===== src/rtl/alu_pkg.sv =====
// Shared constants and types for the serial ALU command receiver.
// Frame: HDR, A, B, CTRL, CHK with CHK = A ^ B ^ CTRL.
package alu_pkg;
  localparam logic [7:0] HDR_BYTE = 8'hA5;
  localparam int CTRL_SEL_LSB = 0;
  localparam int CTRL_SEL_W = 3;
  localparam int CTRL_SHIFT_LSB = 3;
  localparam int CTRL_SHIFT_W = 4;
  localparam int CTRL_RSV_BIT = 7;

  typedef enum logic [2:0] {
    P_HDR,
    P_A,
    P_B,
    P_CTRL,
    P_CHK
  } p_state_t;

  function automatic logic [7:0] frame_chk(
    input logic [7:0] a,
    input logic [7:0] b,
    input logic [7:0] c
  );
    return a ^ b ^ c;
  endfunction
endpackage


===== src/rtl/uart_rx_byte.sv =====
// 8N1 byte receiver on an already-synchronized serial line.
// valid/stop_err are asserted in the cycle whose edge samples the stop bit.
module uart_rx_byte #(
  parameter int CLKS_PER_BIT = 10
) (
  input  logic       clk,
  input  logic       rst,
  input  logic       rx,
  output logic [7:0] data,
  output logic       valid,
  output logic       stop_err,
  output logic       active
);
  localparam int CW = $clog2(CLKS_PER_BIT + 1);
  localparam logic [CW-1:0] FULL = CW'(CLKS_PER_BIT - 1);
  localparam logic [CW-1:0] HALF = CW'((CLKS_PER_BIT - 1) / 2);

  localparam logic [1:0] S_IDLE  = 2'd0;
  localparam logic [1:0] S_START = 2'd1;
  localparam logic [1:0] S_DATA  = 2'd2;
  localparam logic [1:0] S_STOP  = 2'd3;

  logic [1:0]    st_q, st_d;
  logic [CW-1:0] cnt_q, cnt_d;
  logic [2:0]    bit_q, bit_d;
  logic [7:0]    sh_q, sh_d;
  logic          prev_q;

  always_comb begin
    st_d     = st_q;
    cnt_d    = cnt_q + 1'b1;
    bit_d    = bit_q;
    sh_d     = sh_q;
    valid    = 1'b0;
    stop_err = 1'b0;
    case (st_q)
      S_IDLE: begin
        cnt_d = '0;
        if (prev_q && !rx) st_d = S_START;
      end
      S_START: begin
        if (cnt_q == HALF) begin
          cnt_d = '0;
          bit_d = '0;
          st_d  = rx ? S_IDLE : S_DATA;
        end
      end
      S_DATA: begin
        if (cnt_q == FULL) begin
          cnt_d = '0;
          sh_d  = {rx, sh_q[7:1]};
          bit_d = bit_q + 1'b1;
          if (bit_q == 3'd7) st_d = S_STOP;
        end
      end
      default: begin
        if (cnt_q == FULL) begin
          cnt_d    = '0;
          valid    = rx;
          stop_err = !rx;
          st_d     = S_IDLE;
        end
      end
    endcase
  end

  always_ff @(posedge clk or posedge rst) begin
    if (rst) begin
      st_q   <= S_IDLE;
      cnt_q  <= '0;
      bit_q  <= '0;
      sh_q   <= '0;
      prev_q <= 1'b1;
    end else begin
      st_q   <= st_d;
      cnt_q  <= cnt_d;
      bit_q  <= bit_d;
      sh_q   <= sh_d;
      prev_q <= rx;
    end
  end

  assign data   = sh_q;
  assign active = (st_q != S_IDLE);
endmodule


===== src/rtl/alu_cmd_rx.sv =====
// UART command receiver: synchronizer, frame parser and inter-byte
// timeout feeding operand registers of an ALU.
module alu_cmd_rx
  import alu_pkg::*;
#(
  parameter int CLK_HZ       = 100_000_000,
  parameter int BAUD         = 115_200,
  parameter int TIMEOUT_BITS = 32
) (
  input  logic       clk,
  input  logic       rst,
  input  logic       rx,
  output logic [7:0] reg_a,
  output logic [7:0] reg_b,
  output logic [2:0] sel,
  output logic [3:0] shift,
  output logic       load,
  output logic       frame_err,
  output logic       busy
);
  localparam int CLKS_PER_BIT = CLK_HZ / BAUD;
  localparam logic [31:0] LIMIT = 32'(TIMEOUT_BITS * CLKS_PER_BIT);

  logic       sync1_q, sync2_q;
  logic [7:0] byte_data;
  logic       byte_vld, byte_err, rx_active;

  p_state_t   p_q, p_d;
  logic [7:0] ta_q, ta_d, tb_q, tb_d, tc_q, tc_d;
  logic [7:0] a_q, a_d, b_q, b_d;
  logic [2:0] sel_q, sel_d;
  logic [3:0] sh_q, sh_d;
  logic       load_q, load_d, err_q, err_d;
  logic [31:0] tmo_q, tmo_d;

  uart_rx_byte #(.CLKS_PER_BIT(CLKS_PER_BIT)) u_rx (
    .clk      (clk),
    .rst      (rst),
    .rx       (sync2_q),
    .data     (byte_data),
    .valid    (byte_vld),
    .stop_err (byte_err),
    .active   (rx_active)
  );

  always_comb begin
    p_d    = p_q;
    ta_d   = ta_q;
    tb_d   = tb_q;
    tc_d   = tc_q;
    a_d    = a_q;
    b_d    = b_q;
    sel_d  = sel_q;
    sh_d   = sh_q;
    load_d = 1'b0;
    err_d  = 1'b0;
    // Gap is measured only while the line is idle inside a frame.
    tmo_d  = (p_q == P_HDR || rx_active) ? '0 : tmo_q + 1'b1;
    if (byte_err) begin
      err_d = 1'b1;
      p_d   = P_HDR;
    end else if (byte_vld) begin
      unique case (p_q)
        P_HDR:  if (byte_data == HDR_BYTE) p_d = P_A;
        P_A:    begin ta_d = byte_data; p_d = P_B; end
        P_B:    begin tb_d = byte_data; p_d = P_CTRL; end
        P_CTRL: begin tc_d = byte_data; p_d = P_CHK; end
        P_CHK: begin
          p_d = P_HDR;
          if (byte_data == frame_chk(ta_q, tb_q, tc_q) &&
              !tc_q[CTRL_RSV_BIT]) begin
            a_d    = ta_q;
            b_d    = tb_q;
            sel_d  = tc_q[CTRL_SEL_LSB +: CTRL_SEL_W];
            sh_d   = tc_q[CTRL_SHIFT_LSB +: CTRL_SHIFT_W];
            load_d = 1'b1;
          end else begin
            err_d = 1'b1;
          end
        end
        default: p_d = P_HDR;
      endcase
    end else if (p_q != P_HDR && tmo_q == LIMIT) begin
      err_d = 1'b1;
      p_d   = P_HDR;
    end
  end

  always_ff @(posedge clk or posedge rst) begin
    if (rst) begin
      sync1_q <= 1'b1;
      sync2_q <= 1'b1;
      p_q     <= P_HDR;
      ta_q    <= '0;
      tb_q    <= '0;
      tc_q    <= '0;
      a_q     <= '0;
      b_q     <= '0;
      sel_q   <= '0;
      sh_q    <= '0;
      load_q  <= 1'b0;
      err_q   <= 1'b0;
      tmo_q   <= '0;
    end else begin
      sync1_q <= rx;
      sync2_q <= sync1_q;
      p_q     <= p_d;
      ta_q    <= ta_d;
      tb_q    <= tb_d;
      tc_q    <= tc_d;
      a_q     <= a_d;
      b_q     <= b_d;
      sel_q   <= sel_d;
      sh_q    <= sh_d;
      load_q  <= load_d;
      err_q   <= err_d;
      tmo_q   <= tmo_d;
    end
  end

  assign reg_a     = a_q;
  assign reg_b     = b_q;
  assign sel       = sel_q;
  assign shift     = sh_q;
  assign load      = load_q;
  assign frame_err = err_q;
  assign busy      = (p_q != P_HDR) || rx_active;
endmodule


===== config.mk =====
export PLATFORM = sky130hd
export DESIGN_NAME = alu_cmd_rx
export DESIGN_NICKNAME = d
export VERILOG_FILES = /design/src/rtl/alu_pkg.sv /design/src/rtl/uart_rx_byte.sv /design/src/rtl/alu_cmd_rx.sv
export SDC_FILE = /design/constraint.sdc
export NUM_CORES = 1
export LEC_CHECK = 0
export BUFFER_PORTS_ARGS = -buffer_cell sky130_fd_sc_hd__buf_2
export CORE_MARGIN = 2
export CORE_UTILIZATION = 61
export CTS_CLUSTER_SIZE = 14
export DETAILED_ROUTE_END_ITERATION = 10
export GPL_ROUTABILITY_DRIVEN = 0
export PLACE_DENSITY_LB_ADDON = 0.05
export SYNTH_ARGS = -nofsm -noshare
export SYNTH_HDL_FRONTEND = slang
export SYNTH_SLANG_ARGS = --single-unit
export TNS_END_PERCENT = 50

===== constraint.sdc =====
create_clock -name clk -period 4.2 [get_ports clk]
set_input_delay 0.63 -clock clk [delete_from_list [all_inputs] [get_ports clk]]
set_output_delay 0.63 -clock clk [all_outputs]
set_load 0.05 [all_outputs]

==> results.tsv, run 1 <==
stage	metric	value	unit
route	routed_via_density	5.71	
grt	antenna_found_initial	0	
clock_network	cts_tree	done	
logic_synthesis	syn_avg_cell_area	11.9	um^2
power_and_ir_drop	irDropWorstVdd	239	uV
logic_synthesis	syn_nets	448	
worst_setup_path	critPathMaxFanout	9	
route	drt-initial-drc-count	106	
worst_setup_path	r2r-end	tb_q[1]	
grt	grt_first_pass_wirelength	15.3	mm
logic_synthesis	syn_area	5160	um^2
grt	grt_usage	21.6	%
worst_setup_path	cp_data_arrival_time	2.95	ns
timing	setup_slack	1.51	ns
run_status	status	complete, no violations	
placement	hpwl	6.33	mm
worst_setup_path	cpPeakStageDelay	0.50	ns
worst_setup_path	crit_slowest_cell	or4bb_1	
worst_setup_path	rr_startpoint	u_rx.cnt_q[0]	
cells_and_area	postLayoutCoreUtil	68.0	%
timing	fmax	0.371	GHz
cells_and_area	design_area	5590	um^2
logic_synthesis	synth_top_flop_cell	dfrtp_1	
timing	hold_ws	0.359	ns
timing	hold_viol	0	
logic_synthesis	synth_xor_xnor_area_share	9.17	%
timing	slew_viol_final	0	
grt	grt_max_degree	60	
clock_network	cts_post_setup_buffers_inserted	0	
logic_synthesis	synth_simple_gate_area_share	16.7	%
clock_network	clkLatencyLatePin	0.37	ns
timing	fin_crit_sh	64.1	%
power_and_ir_drop	p_per_area	352	nW/um^2
placement	port_buffers	28	
worst_setup_path	critical_path_required	4.46	ns
timing	setup_violations	0	
route	num_vias	3288	
grt	grt_overflow	0	
logic_synthesis	synth.area.mux_share	12.6	%
logic_synthesis	ys_ff_latch	110	
power_and_ir_drop	leakage	0.00263	uW
min_path	hold_depth	1	
route	post_drt_wl_per_cell	15.8	um
flow_run	max_cap_viol_count	0	
clock_network	cts.sink_count	110	
logic_synthesis	synthAdderAreaFrac	2.43	%
timing	rsz0062_at_grt	false	
logic_synthesis	netlist_instances	435	
clock_network	ctsLongestPathBuffers	2	
route	ant_nets	0	
cells_and_area	finish.net_count	479	
worst_setup_path	worst-path-buf-inv	0	
die	chipHeight	96.0	um
clock_network	cts_root_buf	clkbuf_8	
logic_synthesis	synth_cell_types	50	
cells_and_area	antenna_cells	0	
cells_and_area	drive_above_1_share	24.8	%
clock_network	post_cts_resized	0	
route	dr.pass1.iters	5	
clock_network	cts_hold_buf	0	
placement	dpl_worst_slack	1.52	ns
worst_setup_path	reg2reg_setup_slack	1.51	ns
timing	finalCriticalPeriod	2.69	ns
cells_and_area	fillerInstances	636	
die	pin_count	29	
logic_synthesis	synth_top_family_by_area	simple AND/OR/NAND/NOR gates	
logic_synthesis	ys_warn_count	0	
die	initial_core_util	62.8	%
worst_setup_path	critPathCaptureType	register	
die	row_count	33	
clock_network	clkSlewWorstSetupHoldPaths	0.10	ns
worst_setup_path	cpMostUsedCell	and3b_1	
logic_synthesis	synth_edf_count	0	
worst_setup_path	cp_cell_sequence	ha_1, or4bb_1, nor4_4, and3b_1, and3b_1, mux2_2	
timing	max_slew_margin	20.5	%
clock_network	htreeDepth	3	
worst_setup_path	startpoint_type	register	
route	drc	0	
min_path	whs_endpoint	sync1_q	
logic_synthesis	synth_compound_area_share	3.47	%
logic_synthesis	async_reset_ff_share	100	%
grt	grt_pass1_vias	3180	
clock_network	cts_made_buffers	9	
die	die_area	9210	um^2
placement	dpl-instance-area	5400	um^2
min_path	worstHoldStart	rx	
timing	tns	0	ns
min_path	worstHoldPathType	in -> reg	
die	core_area	8220	um^2
route	drt_wl_total	9.08	mm
worst_setup_path	path_class	reg -> reg	
worst_setup_path	rr_worst_depth	6	
die	die_x	96.0	um
cells_and_area	syn_to_final_growth	8.30	%
worst_setup_path	critical_path.top_delay_family	simple AND/OR/NAND/NOR gates	
logic_synthesis	yosysSeqAreaShare	53.4	%
timing	fin_skew	0.0117	ns
timing	worst_slew_pin_slew	1.19	ns
## synthesized netlist by cell type (3+ instances only)
master | instances | area (um^2)
clkbuf_1 | 4 | 15.0
xnor2_1 | 33 | 289
nand4_1 | 10 | 62.6
a31oi_1 | 4 | 25.0
a21oi_1 | 7 | 35.0
nor3_1 | 8 | 40.0
xor2_1 | 21 | 184
o21ai_0 | 10 | 50.1
and3_1 | 6 | 37.5
nand2_1 | 20 | 75.1
nor2_1 | 41 | 154
or3_1 | 5 | 31.3
and4_1 | 6 | 52.6
inv_1 | 14 | 52.6
ha_1 | 10 | 125
dfrtp_1 | 107 | 2680
nor4_1 | 8 | 50.1
buf_4 | 4 | 30.0
dfstp_2 | 3 | 78.8
nand3_1 | 17 | 85.1
mux2_2 | 56 | 631
and3b_1 | 3 | 26.3
## registers in the layout, indices dropped and copies added, names as in the netlist
register / cells
tmo_q: 32
u_rx.cnt_q: 10
reg_a: 8
reg_b: 8
ta_q: 8
tb_q: 8
tc_q: 8
u_rx.data: 8
shift: 4
p_q: 3
sel: 3
u_rx.bit_q: 3
u_rx.st_q: 2
frame_err: 1
load: 1
sync1_q: 1
sync2_q: 1
u_rx.prev_q: 1
## layer usage
layer,global-route usage [%],vias to the layer above,share of wire [%],wire length (um)
met2,35.0,48,48,4320
met5,0,-,0,0
li1,-,1593,-,-
met3,6.03,11,2.9,261
met4,4.17,0,1.1,102
met1,29.6,1636,48,4400
## worst max-delay path by stage
| stage | to | startpoint | slack, ns | depth (start not counted) |
|---|---|---|---|---|
| 2_1_floorplan | frame_err | rst | 0.67 | 1 |
| 5_1_grt | ta_q[5] | u_rx.cnt_q[0] | 1.32 | 6 |
| 4_1_cts | ta_q[4] | u_rx.cnt_q[0] | 1.50 | 6 |
| 6_report | tb_q[1] | u_rx.cnt_q[0] | 1.51 | 6 |
| 3_5_place_dp | ta_q[4] | u_rx.cnt_q[0] | 1.52 | 6 |
| 3_3_place_gp | ta_q[0] | u_rx.cnt_q[0] | 1.59 | 6 |
## final cells by class
class                           count  area [um^2]  area share (%)
Inverter                           14         55.1           0.986
Timing Repair Buffer               31          163            2.91
Multi-Input combinational cell    300         2290            41.0
Clock buffer                       10          138            2.46
Clock inverter                      6         51.3           0.918
Sequential cell                   110         2760            49.4
Tap cell                          105          131            2.35
## cells in the final DEF, fill, tap and decap left out, types with 3 or more instances in the layout
cell / n
dfrtp_1: 107
mux2_2: 56
nor2_1: 41
xnor2_1: 33
buf_2: 28
xor2_1: 21
nand2_1: 20
nand3_1: 17
inv_1: 13
o21ai_0: 10
nand4_1: 10
ha_1: 10
clkbuf_8: 10
nor3_1: 8
nor4_1: 8
a21oi_1: 7
and3_1: 6
and4_1: 6
or3_1: 5
a31oi_1: 4
and3b_1: 3
inv_6: 3
buf_4: 3
dfstp_2: 3
## power by group
part           switching, uW  internal (uW)
Sequential              29.6           1090
Clock                    368            243
Combinational            165           76.5
## cell families after synthesis
family          count (synthesis)
compound gates                 29
flops                         110
mux                            58
xor+xnor                       54
fa+ha+maj                      10
simple gates                  149
buf+inv                        25
## per-stage QoR
stage                     instances  power (uW)
after floorplan                 435        1320
after global placement          560        1370
after detailed placement        560        1380
after CTS                       576        1990
after global routing            576        2060
final                           576        1970
Power figures use the tool's default switching activity.
==> run 2, diff against run 1 <==
==> constraint.sdc (replaced) <==
create_clock -name clk -period 2.7 [get_ports clk]
set_input_delay 0.405 -clock clk [delete_from_list [all_inputs] [get_ports clk]]
set_output_delay 0.405 -clock clk [all_outputs]
set_load 0.05 [all_outputs]
==> run 2 against run 1 <==
  * Worst setup slack worse by 1.2 ns
  * Hold slack worse by 0.23 ns
  * Clock power is 62% higher
  * Cell area is 2.0% higher
  * Routed wire length is 2.0% higher
  * Sequential share of layout area is 0.95 points lower
  * Final cell count is 1.6% higher
==> results.tsv, run 2 (synthesis gave the netlist of run 1 again) <==
stage	metric	value	unit
grt	grt_pass1_vias	3335	
clock_network	cts_root_buf	clkbuf_8	
cells_and_area	drive_above_1_share	26.3	%
die	core_area	8220	um^2
route	drt-initial-drc-count	132	
route	routed_via_density	5.63	
worst_setup_path	startpoint_type	register	
power_and_ir_drop	irDropWorstVdd	282	uV
worst_setup_path	critPathMaxFanout	9	
route	post_drt_wl_per_cell	15.8	um
cells_and_area	largest_registers	tmo_q (32), u_rx.cnt_q (10)	
grt	grt_max_degree	40	
grt	grt_overflow	0	
min_path	whs_endpoint	sync1_q	
timing	setup_violations	0	
cells_and_area	regArea	2760	um^2
timing	slew_viol_final	0	
clock_network	cts_tree	done	
power_and_ir_drop	finalPower	3120	uW
worst_setup_path	cp_cell_sequence	ha_1, or4bb_1, nor4_4, and3b_1, and3b_1, buf_4, mux2_2	
timing	tns	0	ns
die	chipHeight	96.0	um
die	pin_count	29	
clock_network	cts_hold_buf	0	
clock_network	cts_made_buffers	9	
worst_setup_path	cpMostUsedCell	and3b_1	
timing	finalCriticalPeriod	2.43	ns
worst_setup_path	crit_slowest_cell	or4bb_1	
min_path	worstHoldStart	rx	
power_and_ir_drop	leakage	0.00269	uW
route	ant_nets	0	
die	die_x	96.0	um
timing	max_slew_margin	50.6	%
die	die_area	9210	um^2
cells_and_area	final_cell_mix	dfrtp_1 (107), mux2_2 (56), nor2_1 (41)	
cells_and_area	design_area	5700	um^2
worst_setup_path	cp_data_arrival_time	2.69	ns
cells_and_area	final_common_cell	dfrtp_1	
placement	dpl-instance-area	5490	um^2
die	initial_core_util	62.8	%
clock_network	cts_post_setup_buffers_inserted	0	
timing	rsz0062_at_grt	false	
die	row_count	33	
worst_setup_path	path_class	reg -> reg	
timing	worst_slew_pin_slew	0.740	ns
cells_and_area	top_register	tmo_q	
worst_setup_path	critical_path.top_delay_family	simple AND/OR/NAND/NOR gates	
worst_setup_path	cpPeakStageDelay	0.49	ns
min_path	hold_depth	1	
clock_network	post_cts_resized	0	
cells_and_area	fillerInstances	609	
worst_setup_path	critPathCaptureType	register	
flow_run	max_cap_viol_count	0	
timing	hold_viol	0	
grt	grt_first_pass_wirelength	15.8	mm
clock_network	cts.sink_count	110	
clock_network	clkLatencyLatePin	0.37	ns
timing	fmax	0.412	GHz
min_path	worstHoldPathType	in -> reg	
worst_setup_path	rr_worst_depth	7	
placement	port_buffers	28	
grt	grt_usage	22.4	%
cells_and_area	multiInputGateArea	2290	um^2
clock_network	htreeDepth	3	
cells_and_area	antenna_cells	0	
clock_network	clkSlewWorstSetupHoldPaths	0.11	ns
run_status	status	complete, no violations	
worst_setup_path	reg2reg_setup_slack	0.27	ns
route	drc	0	
cells_and_area	largest_register_ffs	32	
placement	hpwl	6.51	mm
power_and_ir_drop	p_per_area	547	nW/um^2
clock_network	ctsLongestPathBuffers	2	
grt	antenna_found_initial	0	
worst_setup_path	worst-path-buf-inv	1	
worst_setup_path	r2r-end	ta_q[1]	
timing	fin_skew	0.0136	ns
cells_and_area	finish.net_count	488	
worst_setup_path	critical_path_required	2.96	ns
worst_setup_path	rr_startpoint	u_rx.cnt_q[0]	
route	dr.pass1.iters	4	
timing	fin_crit_sh	89.9	%
cells_and_area	syn_to_final_growth	10.4	%
route	drt_wl_total	9.27	mm
route	num_vias	3294	
run 2: changes by cell type in the layout (fill, tap and decap cells not counted), sizes merged:
cell / delta
clkinvlp: +1
buf: +9
clkbuf: -1
run 2: worst reg2reg max path, cell delays in order, from the launching register on:
cell	delay, ns
dfrtp_1	0.42
ha_1	0.23
or4bb_1	0.49
nor4_4	0.22
and3b_1	0.25
and3b_1	0.17
buf_4	0.19
mux2_2	0.35
run 2: area by class of cell:
type                    instances  area share, %
flip-flops and latches        110           48.4
multi-input cells             300           40.2
repair buffers                 40           4.48
well taps                     105           2.31
clock buffers                   9           2.17
clock inverters                 7           1.43
inverters                      14          0.989
run 2: power breakdown:
group | switching [uW] | total (uW) | internal (uW) | leakage, uW
combinational | 257 | 394 | 137 | 0.00106
clock | 614 | 988 | 374 | 0.000104
sequential | 44.1 | 1730 | 1690 | 0.00152
total | 915 | 3120 | 2200 | 0.00269
run 2: per-stage QoR:
stage,std cells,util [%],setup WS [ns],hold slack (ns)
floorplan,435,-,0.379,0.345
global placement,569,66.8,0.356,0.346
detailed placement,569,66.8,0.264,0.347
CTS,585,69.3,0.243,0.106
global route,585,69.3,0.108,0.0986
finish,585,69.3,0.273,0.125
run 2: layer usage:
metal | vias up | wire, um | global-route usage, %
li1 | 1611 | - | -
met1 | 1640 | 4400 | 31.1
met2 | 35 | 4520 | 35.9
met3 | 8 | 243 | 4.78
met4 | 0 | 97 | 6.07
met5 | - | 0 | 0
run 2: how the worst max path moves through the flow:
stage | endpoint | depth (start not counted) | from | slack, ns
2_1_floorplan | reg_a[0] | 7 | u_rx.cnt_q[0] | 0.38
3_3_place_gp | ta_q[2] | 7 | u_rx.cnt_q[0] | 0.36
3_5_place_dp | ta_q[0] | 7 | u_rx.cnt_q[0] | 0.26
4_1_cts | ta_q[1] | 7 | u_rx.cnt_q[0] | 0.24
5_1_grt | ta_q[7] | 7 | u_rx.cnt_q[0] | 0.11
6_report | ta_q[1] | 7 | u_rx.cnt_q[0] | 0.27
==> run 3, diff against run 2 <==
--- a/config.mk
+++ b/config.mk
@@ -5,7 +5,8 @@
 export SDC_FILE = /design/constraint.sdc
 export NUM_CORES = 1
 export LEC_CHECK = 0
-export BUFFER_PORTS_ARGS = -buffer_cell sky130_fd_sc_hd__buf_2
+export BUFFER_PORTS_ARGS = -buffer_cell sky130_fd_sc_hd__clkbuf_2
+export CAP_MARGIN = 20
 export CORE_MARGIN = 2
 export CORE_UTILIZATION = 61
 export CTS_CLUSTER_SIZE = 14
==> run 3 against run 2 <==
  * Hold slack got worse by 0.12 ns
  * Total power decreased by 0.19%
  * Clock power decreased by 2%
  * Combinational power rose by 2%
  * Die area is the same
  * Non-clock buffer count did not move
  * Via count is 0.76% higher
  * Routed wire length shrank 1.5%
  * Core utilization down 0.076 points
  * Critical path type unchanged
  * Largest power group unchanged
  * Highest routed layer unchanged
==> results.tsv, run 3 (synthesis gave the netlist of run 1 again) <==
stage	metric	value	unit
cells_and_area	regArea	2760	um^2
cells_and_area	top_register	tmo_q	
route	num_vias	3319	
timing	hold_viol	0	
cells_and_area	multiInputGateArea	2290	um^2
die	die_x	96.0	um
power_and_ir_drop	p_per_area	547	nW/um^2
grt	grt_first_pass_wirelength	15.2	mm
route	dr.pass1.iters	4	
clock_network	cts.sink_count	110	
timing	fin_skew	0.0109	ns
power_and_ir_drop	leakage	0.00266	uW
placement	hpwl	6.45	mm
flow_run	max_cap_viol_count	0	
worst_setup_path	critPathCaptureType	register	
power_and_ir_drop	irDropWorstVdd	294	uV
route	post_drt_wl_per_cell	15.6	um
grt	grt_busiest_layer	met2	
timing	fin_crit_sh	89.2	%
route	ant_nets	0	
route	routed_via_density	5.67	
die	row_count	33	
worst_setup_path	critical_path_required	2.96	ns
grt	grt_pass1_vias	3221	
grt	grtUsageMet2	34.1	%
timing	tns	0	ns
worst_setup_path	critPathMaxFanout	9	
clock_network	post_cts_resized	0	
timing	rsz0062_at_grt	false	
min_path	worstHoldPathType	in -> async	
timing	hold_ws	0.000908	ns
timing	fmax	0.415	GHz
placement	port_buffers	28	
clock_network	cts_root_buf	clkbuf_8	
grt	use_met3	4.07	%
route	drt_wl_total	9.13	mm
clock_network	cts_tree	done	
cells_and_area	syn_to_final_growth	10.3	%
run_status	status	complete, no violations	
route	drt-initial-drc-count	95	
clock_network	cts_hold_buf	0	
worst_setup_path	cp_data_arrival_time	2.67	ns
clock_network	clkLatencyLatePin	0.37	ns
cells_and_area	antenna_cells	0	
timing	setup_violations	0	
cells_and_area	largest_register_ffs	32	
worst_setup_path	path_class	reg -> reg	
timing	worst_slew_pin_slew	0.498	ns
die	core_area	8220	um^2
die	chipHeight	96.0	um
die	die_area	9210	um^2
cells_and_area	finish.net_count	488	
cells_and_area	largest_registers	tmo_q (32), u_rx.cnt_q (10)	
clock_network	ctsLongestPathBuffers	2	
cells_and_area	design_area	5690	um^2
die	initial_core_util	62.8	%
clock_network	cts_made_buffers	9	
cells_and_area	drive_above_1_share	26.3	%
route	drc	0	
die	pin_count	29	
grt	use_met1	29.8	%
timing	finalCriticalPeriod	2.41	ns
clock_network	clkSlewWorstSetupHoldPaths	0.11	ns
cells_and_area	final_cell_mix	dfrtp_1 (107), mux2_2 (56), nor2_1 (41)	
cells_and_area	final_common_cell	dfrtp_1	
timing	max_slew_margin	66.4	%
placement	dp.cells	569	
timing	slew_viol_final	0	
grt	grt_max_degree	53	
clock_network	cts_post_setup_buffers_inserted	0	
grt	grt_overflow	0	
grt	grt_usage	21.5	%
cells_and_area	layout.cells.non_filler	585	
grt	antenna_found_initial	0	
worst_setup_path	startpoint_type	register	
cells_and_area	fillerInstances	603	
placement	dpl-instance-area	5490	um^2
clock_network	htreeDepth	3	
==> run 3: critical path, cell delays in order (launching register included) <==
cell     delay, ns
dfrtp_1       0.42
ha_1          0.22
or4bb_1       0.49
nor4_4        0.21
and3b_1       0.25
and3b_1       0.17
buf_4         0.18
mux2_2        0.35
==> run 3: per-stage QoR <==
stage                     setup WS, ns  utilization (%)  total power, uW
after global routing             0.131             69.2             3270
final                            0.292             69.2             3110
after global placement           0.355             66.8             2150
after floorplan                  0.379                -             2050
after CTS                        0.269             69.2             3140
after detailed placement         0.287             66.8             2160
==> run 3: per-layer routing <==
layer  vias up  routed length (um)
li1       1620                   -
met2        45                4310
met1      1645                4520
met4         0                 114
met3         9                 194
met5         -                   0
==> run 3: final timing paths <==
path	from	endpoint	slack, ns	cells after the start
max	u_rx.cnt_q[0]	tb_q[0]	0.29	7
min reg2reg	sync1_q	sync2_q	0.36	0
min	rst	u_rx.cnt_q[7]	0.0009	2
min in group clk	rx	sync1_q	0.11	1
max reg2reg	u_rx.cnt_q[0]	tb_q[0]	0.29	7
max in group asynchronous	rst	u_rx.prev_q	2.00	3
==> run 3: layout make-up <==
class | instances | share of cell area [%]
clock buffers | 9 | 2.18
clock inverters | 7 | 1.32
well taps | 105 | 2.31
inverters | 14 | 0.990
repair buffers | 40 | 4.49
flip-flops and latches | 110 | 48.4
multi-input cells | 300 | 40.3
==> run 3: where the power goes <==
group,leakage (uW),internal (uW),switching [uW]
combinational,0.00104,136,267
sequential,0.00152,1690,46.3
clock,0.000102,367,605
